**config.mk**
```make
export PLATFORM = sky130hd
export DESIGN_NAME = cache_way_array_flat
export DESIGN_NICKNAME = d
export VERILOG_FILES = /design/src/rtl/cache_way_array_if.sv /design/src/rtl/cache_way_array.sv /design/src/flat_wrapper.sv
export SDC_FILE = /design/constraint.sdc
export NUM_CORES = 1
export LEC_CHECK = 0
export ABC_AREA = 0
export CAP_MARGIN = 20
export CORE_MARGIN = 5
export CORE_UTILIZATION = 30
export CTS_BUF_LIST = sky130_fd_sc_hd__clkbuf_8
export CTS_CLUSTER_DIAMETER = 150
export DETAILED_ROUTE_END_ITERATION = 6
export GPL_ROUTABILITY_DRIVEN = 1
export PLACE_DENSITY_LB_ADDON = 0.2
export SYNTH_ARGS = -nofsm -noshare
export SYNTH_HDL_FRONTEND = slang
export SYNTH_SLANG_ARGS = --single-unit
```
**constraint.sdc**
```tcl
create_clock -name clk -period 8.3 [get_ports clk]
set_input_delay 2.49 -clock clk [delete_from_list [all_inputs] [get_ports clk]]
set_output_delay 2.49 -clock clk [all_outputs]
set_load 0.005 [all_outputs]
```
**src/rtl/cache_way_array_if.sv**
```systemverilog
// Bus bundle between the L1 controller (master) and cache_way_array (slave):
// lookup request/response, single-way write port and invalidate-all control.
interface cache_way_array_if #(
  parameter int unsigned WAYS   = 2,
  parameter int unsigned SETS   = 4,
  parameter int unsigned TAG_W  = 28,
  parameter int unsigned DATA_W = 32
);
  localparam int unsigned IDX_W = $clog2(SETS);
  localparam int unsigned WAY_W = $clog2(WAYS);

  logic              lookup_valid;
  logic              lookup_ready;
  logic [IDX_W-1:0]  lookup_index;
  logic [TAG_W-1:0]  lookup_tag;
  logic              resp_valid;
  logic              hit;
  logic [WAY_W-1:0]  hit_way;
  logic [DATA_W-1:0] rdata;
  logic [WAY_W-1:0]  victim_way;
  logic              victim_valid;
  logic              victim_dirty;
  logic [TAG_W-1:0]  victim_tag;
  logic [DATA_W-1:0] victim_data;
  logic              wr_en;
  logic [IDX_W-1:0]  wr_index;
  logic [WAY_W-1:0]  wr_way;
  logic              wr_valid;
  logic              wr_dirty;
  logic [TAG_W-1:0]  wr_tag;
  logic [DATA_W-1:0] wr_data;
  logic              inv_req;
  logic              inv_busy;
  logic              inv_done;

  modport master (
    output lookup_valid, lookup_index, lookup_tag,
    output wr_en, wr_index, wr_way, wr_valid, wr_dirty, wr_tag, wr_data,
    output inv_req,
    input  lookup_ready, resp_valid, hit, hit_way, rdata,
    input  victim_way, victim_valid, victim_dirty, victim_tag, victim_data,
    input  inv_busy, inv_done
  );

  modport slave (
    input  lookup_valid, lookup_index, lookup_tag,
    input  wr_en, wr_index, wr_way, wr_valid, wr_dirty, wr_tag, wr_data,
    input  inv_req,
    output lookup_ready, resp_valid, hit, hit_way, rdata,
    output victim_way, victim_valid, victim_dirty, victim_tag, victim_data,
    output inv_busy, inv_done
  );
endinterface

```
**src/rtl/cache_way_array.sv**
```systemverilog
// N-way set-associative tag/data/state array with registered hit detection,
// tree pseudo-LRU victim selection and a sequenced invalidate-all walk.
// Optional feature macro: CACHE_DIRTY_EN (stores dirty bits for write-back use;
// when undefined, no dirty storage exists and victim_dirty is always 0).
module cache_way_array #(
  parameter int unsigned WAYS   = 2,
  parameter int unsigned SETS   = 4,
  parameter int unsigned TAG_W  = 28,
  parameter int unsigned DATA_W = 32
) (
  input logic              clk,
  input logic              rst,
  cache_way_array_if.slave bus
);
  localparam int unsigned IDX_W  = $clog2(SETS);
  localparam int unsigned WAY_W  = $clog2(WAYS);
  localparam int unsigned PLRU_W = WAYS - 1;
  localparam logic [IDX_W-1:0] LAST_SET = IDX_W'(SETS - 1);

  typedef enum logic [1:0] {IDLE, WALK, DONE} inv_state_e;

  inv_state_e       state_q, state_d;
  logic [IDX_W-1:0] cnt_q, cnt_d;

  logic [WAYS-1:0]   valid_q [SETS];
  logic [PLRU_W-1:0] plru_q  [SETS];
  logic [TAG_W-1:0]  tag_q   [SETS][WAYS];
  logic [DATA_W-1:0] data_q  [SETS][WAYS];

  logic              lookup_fire;
  logic              wr_fire;
  logic              hit_c;
  logic [WAY_W-1:0]  hit_way_c;
  logic              any_inv_c;
  logic [WAY_W-1:0]  inv_way_c;
  logic [WAY_W-1:0]  victim_way_c;
  logic              victim_dirty_c;

  // Walk the PLRU tree from the root: a 0 bit means the left subtree is older.
  function automatic logic [WAY_W-1:0] plru_victim(input logic [PLRU_W-1:0] bits);
    logic [WAYS-1:0]  t;
    logic [WAY_W-1:0] node;
    logic [WAY_W-1:0] way;
    logic             dir;
    t    = {1'b0, bits};
    node = '0;
    way  = '0;
    for (int l = 0; l < int'(WAY_W); l++) begin
      dir  = t[node];
      way  = WAY_W'({way, dir});
      node = WAY_W'({node, 1'b0}) + WAY_W'(1) + WAY_W'(dir);
    end
    return way;
  endfunction

  // Point every node on the touched way's path toward the opposite subtree.
  function automatic logic [PLRU_W-1:0] plru_touch(input logic [PLRU_W-1:0] bits,
                                                   input logic [WAY_W-1:0]  way);
    logic [WAYS-1:0]  t;
    logic [WAY_W-1:0] node;
    logic [WAY_W-1:0] w;
    logic             dir;
    t    = {1'b0, bits};
    node = '0;
    w    = way;
    for (int l = 0; l < int'(WAY_W); l++) begin
      dir     = w[WAY_W-1];
      w       = WAY_W'({w, 1'b0});
      t[node] = ~dir;
      node    = WAY_W'({node, 1'b0}) + WAY_W'(1) + WAY_W'(dir);
    end
    return t[PLRU_W-1:0];
  endfunction

  assign lookup_fire = bus.lookup_valid && (state_q == IDLE);
  assign wr_fire     = bus.wr_en && (state_q == IDLE);

  // Tag compare and victim choice on the set being looked up (pre-write view).
  always_comb begin
    hit_c     = 1'b0;
    hit_way_c = '0;
    any_inv_c = 1'b0;
    inv_way_c = '0;
    for (int w = int'(WAYS) - 1; w >= 0; w--) begin
      if (valid_q[bus.lookup_index][w] && (tag_q[bus.lookup_index][w] == bus.lookup_tag)) begin
        hit_c     = 1'b1;
        hit_way_c = WAY_W'(w);
      end
      if (!valid_q[bus.lookup_index][w]) begin
        any_inv_c = 1'b1;
        inv_way_c = WAY_W'(w);
      end
    end
    victim_way_c = any_inv_c ? inv_way_c : plru_victim(plru_q[bus.lookup_index]);
  end

`ifdef CACHE_DIRTY_EN
  logic [WAYS-1:0] dirty_q [SETS];

  // Dirty bits follow the valid bits' clear/write rules.
  always_ff @(posedge clk) begin
    if (rst) begin
      for (int s = 0; s < int'(SETS); s++) dirty_q[s] <= '0;
    end else if (state_q == WALK) begin
      dirty_q[cnt_q] <= '0;
    end else if (wr_fire) begin
      dirty_q[bus.wr_index][bus.wr_way] <= bus.wr_dirty;
    end
  end

  assign victim_dirty_c = dirty_q[bus.lookup_index][victim_way_c];
`else
  logic unused_wr_dirty;
  assign unused_wr_dirty = bus.wr_dirty;
  assign victim_dirty_c  = 1'b0;
`endif

  // Invalidate FSM next-state: IDLE -> WALK (SETS cycles) -> DONE -> IDLE.
  always_comb begin
    state_d = state_q;
    cnt_d   = cnt_q;
    case (state_q)
      IDLE: begin
        if (bus.inv_req) begin
          state_d = WALK;
          cnt_d   = '0;
        end
      end
      WALK: begin
        cnt_d = cnt_q + IDX_W'(1);
        if (cnt_q == LAST_SET) state_d = DONE;
      end
      DONE:    state_d = IDLE;
      default: state_d = IDLE;
    endcase
  end

  // FSM state, set counter and the status outputs decoded from the next state.
  always_ff @(posedge clk) begin
    if (rst) begin
      state_q          <= IDLE;
      cnt_q            <= '0;
      bus.inv_busy     <= 1'b0;
      bus.inv_done     <= 1'b0;
      bus.lookup_ready <= 1'b1;
    end else begin
      state_q          <= state_d;
      cnt_q            <= cnt_d;
      bus.inv_busy     <= (state_d != IDLE);
      bus.inv_done     <= (state_d == DONE);
      bus.lookup_ready <= (state_d == IDLE);
    end
  end

  // Valid and PLRU state; a write touch in the same set overrides the hit touch.
  always_ff @(posedge clk) begin
    if (rst) begin
      for (int s = 0; s < int'(SETS); s++) begin
        valid_q[s] <= '0;
        plru_q[s]  <= '0;
      end
    end else if (state_q == WALK) begin
      valid_q[cnt_q] <= '0;
      plru_q[cnt_q]  <= '0;
    end else begin
      if (lookup_fire && hit_c && !(wr_fire && (bus.wr_index == bus.lookup_index))) begin
        plru_q[bus.lookup_index] <= plru_touch(plru_q[bus.lookup_index], hit_way_c);
      end
      if (wr_fire) begin
        valid_q[bus.wr_index][bus.wr_way] <= bus.wr_valid;
        plru_q[bus.wr_index]              <= plru_touch(plru_q[bus.wr_index], bus.wr_way);
      end
    end
  end

  // Tag and data payload storage; not reset, qualified by the valid bits.
  always_ff @(posedge clk) begin
    if (wr_fire) begin
      tag_q[bus.wr_index][bus.wr_way]  <= bus.wr_tag;
      data_q[bus.wr_index][bus.wr_way] <= bus.wr_data;
    end
  end

  // Registered lookup response; results hold until the next accepted lookup.
  always_ff @(posedge clk) begin
    if (rst) begin
      bus.resp_valid   <= 1'b0;
      bus.hit          <= 1'b0;
      bus.hit_way      <= '0;
      bus.rdata        <= '0;
      bus.victim_way   <= '0;
      bus.victim_valid <= 1'b0;
      bus.victim_dirty <= 1'b0;
      bus.victim_tag   <= '0;
      bus.victim_data  <= '0;
    end else begin
      bus.resp_valid <= lookup_fire;
      if (lookup_fire) begin
        bus.hit          <= hit_c;
        bus.hit_way      <= hit_way_c;
        bus.rdata        <= hit_c ? data_q[bus.lookup_index][hit_way_c] : '0;
        bus.victim_way   <= victim_way_c;
        bus.victim_valid <= valid_q[bus.lookup_index][victim_way_c];
        bus.victim_dirty <= victim_dirty_c;
        bus.victim_tag   <= tag_q[bus.lookup_index][victim_way_c];
        bus.victim_data  <= data_q[bus.lookup_index][victim_way_c];
      end
    end
  end

endmodule

```
**src/flat_wrapper.sv**
```systemverilog
// flat-port wrapper written by rule: the top's interface ports become plain ports
module cache_way_array_flat 
#(
  parameter int unsigned WAYS   = 2,
  parameter int unsigned SETS   = 4,
  parameter int unsigned TAG_W  = 28,
  parameter int unsigned DATA_W = 32
)
  (clk, rst, bus_lookup_valid, bus_lookup_index, bus_lookup_tag, bus_wr_en, bus_wr_index, bus_wr_way, bus_wr_valid, bus_wr_dirty, bus_wr_tag, bus_wr_data, bus_inv_req, bus_lookup_ready, bus_resp_valid, bus_hit, bus_hit_way, bus_rdata, bus_victim_way, bus_victim_valid, bus_victim_dirty, bus_victim_tag, bus_victim_data, bus_inv_busy, bus_inv_done);
  cache_way_array_if #(.WAYS(WAYS), .SETS(SETS), .TAG_W(TAG_W), .DATA_W(DATA_W)) bus_i ();
  input logic clk;
  input logic rst;
  input wire logic [$bits(bus_i.lookup_valid)-1:0] bus_lookup_valid;
  input wire logic [$bits(bus_i.lookup_index)-1:0] bus_lookup_index;
  input wire logic [$bits(bus_i.lookup_tag)-1:0] bus_lookup_tag;
  input wire logic [$bits(bus_i.wr_en)-1:0] bus_wr_en;
  input wire logic [$bits(bus_i.wr_index)-1:0] bus_wr_index;
  input wire logic [$bits(bus_i.wr_way)-1:0] bus_wr_way;
  input wire logic [$bits(bus_i.wr_valid)-1:0] bus_wr_valid;
  input wire logic [$bits(bus_i.wr_dirty)-1:0] bus_wr_dirty;
  input wire logic [$bits(bus_i.wr_tag)-1:0] bus_wr_tag;
  input wire logic [$bits(bus_i.wr_data)-1:0] bus_wr_data;
  input wire logic [$bits(bus_i.inv_req)-1:0] bus_inv_req;
  output wire logic [$bits(bus_i.lookup_ready)-1:0] bus_lookup_ready;
  output wire logic [$bits(bus_i.resp_valid)-1:0] bus_resp_valid;
  output wire logic [$bits(bus_i.hit)-1:0] bus_hit;
  output wire logic [$bits(bus_i.hit_way)-1:0] bus_hit_way;
  output wire logic [$bits(bus_i.rdata)-1:0] bus_rdata;
  output wire logic [$bits(bus_i.victim_way)-1:0] bus_victim_way;
  output wire logic [$bits(bus_i.victim_valid)-1:0] bus_victim_valid;
  output wire logic [$bits(bus_i.victim_dirty)-1:0] bus_victim_dirty;
  output wire logic [$bits(bus_i.victim_tag)-1:0] bus_victim_tag;
  output wire logic [$bits(bus_i.victim_data)-1:0] bus_victim_data;
  output wire logic [$bits(bus_i.inv_busy)-1:0] bus_inv_busy;
  output wire logic [$bits(bus_i.inv_done)-1:0] bus_inv_done;
  assign bus_i.lookup_valid = bus_lookup_valid;
  assign bus_i.lookup_index = bus_lookup_index;
  assign bus_i.lookup_tag = bus_lookup_tag;
  assign bus_i.wr_en = bus_wr_en;
  assign bus_i.wr_index = bus_wr_index;
  assign bus_i.wr_way = bus_wr_way;
  assign bus_i.wr_valid = bus_wr_valid;
  assign bus_i.wr_dirty = bus_wr_dirty;
  assign bus_i.wr_tag = bus_wr_tag;
  assign bus_i.wr_data = bus_wr_data;
  assign bus_i.inv_req = bus_inv_req;
  assign bus_lookup_ready = bus_i.lookup_ready;
  assign bus_resp_valid = bus_i.resp_valid;
  assign bus_hit = bus_i.hit;
  assign bus_hit_way = bus_i.hit_way;
  assign bus_rdata = bus_i.rdata;
  assign bus_victim_way = bus_i.victim_way;
  assign bus_victim_valid = bus_i.victim_valid;
  assign bus_victim_dirty = bus_i.victim_dirty;
  assign bus_victim_tag = bus_i.victim_tag;
  assign bus_victim_data = bus_i.victim_data;
  assign bus_inv_busy = bus_i.inv_busy;
  assign bus_inv_done = bus_i.inv_done;
  cache_way_array #(.WAYS(WAYS), .SETS(SETS), .TAG_W(TAG_W), .DATA_W(DATA_W)) u_core (.clk(clk), .rst(rst), .bus(bus_i));
endmodule
```
==> flow_summary.json <==
{
  "cts_hold_buffers": 0,
  "synth_edf_count": 492,
  "layout-drive-gt1-share_pct": 16.2,
  "cpMostUsedCell": "buf_4",
  "cts.path.max_buffers": 3,
  "pre_cts_ws_ps": 1340,
  "max-slew-margin-rel_pct": 29.4,
  "post-route-period-util_pct": 74.5,
  "vdd_drop_max_mv": 0.117,
  "synth_seq_cells": 596,
  "cp_max_fo": 71,
  "cts-htree-levels": 3,
  "rsz0062_at_grt": "no",
  "numCtsBuffers": 99,
  "synthTopCellsByArea": "edfxtp_1, mux4_2, dfxtp_1",
  "cp_cell_sequence": "clkbuf_8, buf_4, mux4_2, a22oi_1, and3b_1, nand4_1, nor4_4, buf_4, a31oi_2, or3_2, o21ai_1",
  "vias": 14100,
  "dieWidth_um": 293,
  "worstPathArrival_ps": 6790,
  "yosysTopAreaCell": "edfxtp_1",
  "outcome": "completed",
  "utilization_pct": 36.8,
  "grt.overflow.total": 0,
  "tns_ps": 0,
  "viasPerCell": 4.96,
  "routed_wl_mm": 69.8,
  "drcViolationCount": 0,
  "setup_slack_ps": 2120,
  "synth_common_cells": "edfxtp_1, mux2i_1, nand2_1",
  "cts.sinks": 596,
  "cts_tree": "done",
  "fillers": 7461,
  "slew_violations": 0,
  "cts_setup_buffers": 0,
  "syn-instance-count": 1458,
  "fin_crit_ps": 6180,
  "p_per_area_mw_per_mm2": 218,
  "grt_pass1_vias": 14800,
  "drt_first_iter_violations": 1108,
  "grt.busiest_layer": "met2",
  "clkLatencyLatePin_ps": 690,
  "routedWlPerCell_um": 24.5,
  "drv_cap": 0,
  "start_util_pct": 30.4,
  "syn_area_mm2": 0.0241,
  "use_met1_pct": 20.6,
  "critPathCaptureType": "flop",
  "path_clk_slew_ps": 60,
  "leakage_nw": 9.92,
  "cts_resized": 0,
  "worst_slew_pin_slew_ps": 1060,
  "synth_area_per_cell_um2": 16.5,
  "layout.nets": 1806,
  "dieHeight_um": 293,
  "skew_ps": 29.4,
  "antenna_found_initial": 13,
  "synthFlopType": "edfxtp_1",
  "hold_violations": 0,
  "cpMaxStageDelayCell": "or3_2",
  "critPathMaxStageDelay_ps": 850,
  "num_rows": 103,
  "dr.pass1.iters": 6,
  "async_reset_ff_share_pct": 0,
  "max_freq_ghz": 0.162,
  "die_area_mm2": 0.0860,
  "yosysMostFrequentCell": "edfxtp_1",
  "drtAntennaViolNets": 0,
  "crit_required_ps": 8910,
  "areaGrowthSynthToFinish_pct": 21.1,
  "core_region_area_mm2": 0.0793,
  "synthesis.nets": 1559,
  "io_pins": 201,
  "grt_max_degree": 72,
  "synth_seq_area_share_pct": 70.1,
  "port_buffers": 198,
  "use_met3_pct": 3.79,
  "cp_top_family": "buffers and inverters",
  "holdCritPathClass": "flop to flop",
  "cts_root_buf": "clkbuf_8",
  "grt_use_total_pct": 15.9,
  "synth_top_area_share_pct": 61.4,
  "path_class": "input pin to flop",
  "setup_violations": 0,
  "synth.distinct_cells": 71,
  "grt_pass1_wl_mm": 101,
  "hpwl_mm": 42.4,
  "yosys_warnings": 0,
  "met2_usage_pct": 26.6,
  "routabilityCongestion": 0.861,
  "cp_num_buf_inv": 3,
  "critPathLaunchType": "input pin"
}
placed cells by master (no fill, tap or decap), drive strengths merged, types with 4 or more instances in the layout:
master / synthesis / routed
a211oi: 49 / 49
a21oi: 13 / 13
a221oi: 10 / 10
a22oi: 4 / 4
a2bb2oi: 6 / 6
a311oi: 14 / 14
a31o: 4 / 4
and3: 11 / 11
buf: 45 / 35
clkbuf: 40 / 105
clkdlybuf4s50: 0 / 195
clkinv: 0 / 37
dfxtp: 104 / 104
diode: 0 / 6
edfxtp: 492 / 492
inv: 11 / 52
mux2: 6 / 6
mux2i: 110 / 110
mux4: 105 / 105
nand2: 109 / 109
nand2b: 7 / 7
nand3: 8 / 8
nand4: 13 / 13
nor2: 104 / 104
nor3: 28 / 28
nor4: 6 / 6
o21ai: 42 / 42
o21bai: 4 / 4
o22ai: 8 / 8
o31ai: 5 / 5
or2: 4 / 4
xnor2: 35 / 35
xor2: 10 / 10
power breakdown:
group | internal (mW) | total, mW | switching [mW]
Combinational | 0.246 | 0.586 | 0.340
Sequential | 3.31 | 3.34 | 0.0280
Clock | 1.23 | 2.42 | 1.18
state kept, by name, indices dropped and copies added (netlist names):
| name | cells |
|---|---|
| u_core.bus.victim_way | 1 |
| u_core.valid_q | 8 |
| u_core.plru_q | 4 |
| u_core.bus.resp_valid | 1 |
| u_core.cnt_q | 2 |
| u_core.bus.rdata | 32 |
| u_core.bus.inv_done | 1 |
| u_core.bus.hit | 1 |
| u_core.tag_q | 224 |
| u_core.bus.hit_way | 1 |
| u_core.bus.lookup_ready | 1 |
| u_core.bus.victim_tag | 28 |
| u_core.bus.victim_data | 32 |
| u_core.state_q | 2 |
| u_core.bus.victim_valid | 1 |
| u_core.bus.inv_busy | 1 |
| u_core.data_q | 256 |
per-stage QoR:
stage / power, mW / hold WS [ps] / std cells / cell area, µm²
floorplan: 3.71 / 442 / 1458 / 24100
global placement: 3.99 / 441 / 2654 / 27300
detailed placement: 4.00 / 444 / 2654 / 27300
CTS: 6.44 / 453 / 2838 / 29100
global route: 6.62 / 473 / 2842 / 29100
finish: 6.35 / 451 / 2844 / 29100
per-layer routing:
| layer | up-vias | part of all wire, % |
|---|---|---|
| li1 | 6304 | - |
| met4 | 8 | 2.2 |
| met2 | 385 | 49 |
| met5 | - | 0.079 |
| met3 | 118 | 5.7 |
| met1 | 7300 | 43 |
path summary, 6_finish.rpt:
path / cells past startpoint / slack, ps / from / end
worst max register to register: 9 / 4500 / u_core.tag_q[3][48] / u_core.bus.rdata[13]
worst min-delay path: 2 / 450 / u_core.bus.rdata[12] / u_core.bus.rdata[12]
worst min register to register: 2 / 450 / u_core.bus.rdata[12] / u_core.bus.rdata[12]
worst max-delay path: 11 / 2120 / bus_lookup_index[0] / u_core.bus.rdata[13]
worst register-to-register path, cell delays in order (launching register included):
cell and delay [ps]:
edfxtp_1 370, mux4_2 510, xnor2_1 350, nand4_1 160, or4_4 560, nor4_4 250
buf_4 260, a31oi_2 130, or3_2 860, o21ai_1 290
layout make-up:
cell class              instances  area [µm²]  area share [%]
inverters                      11        41.3           0.142
multi-input cells             766        6810            23.4
repair buffers                231        2240            7.70
diodes                          6        15.0          0.0515
well taps                    1050        1310            4.51
flip-flops and latches        596       16900            57.8
clock inverters                80         434            1.49
clock buffers                 104        1430            4.91
kinds of logic after synthesis:
kind of cell / after synthesis / synth area share, %
simple gates: 312 / 5.94
buf+inv: 96 / 1.96
fa+ha+maj: 1 / 0.0520
flops: 596 / 70.1
other cells: 1 / 0.0156
xor+xnor: 45 / 1.64
mux: 221 / 14.8
compound gates: 186 / 5.56
(Power assumes the default switching activity.)
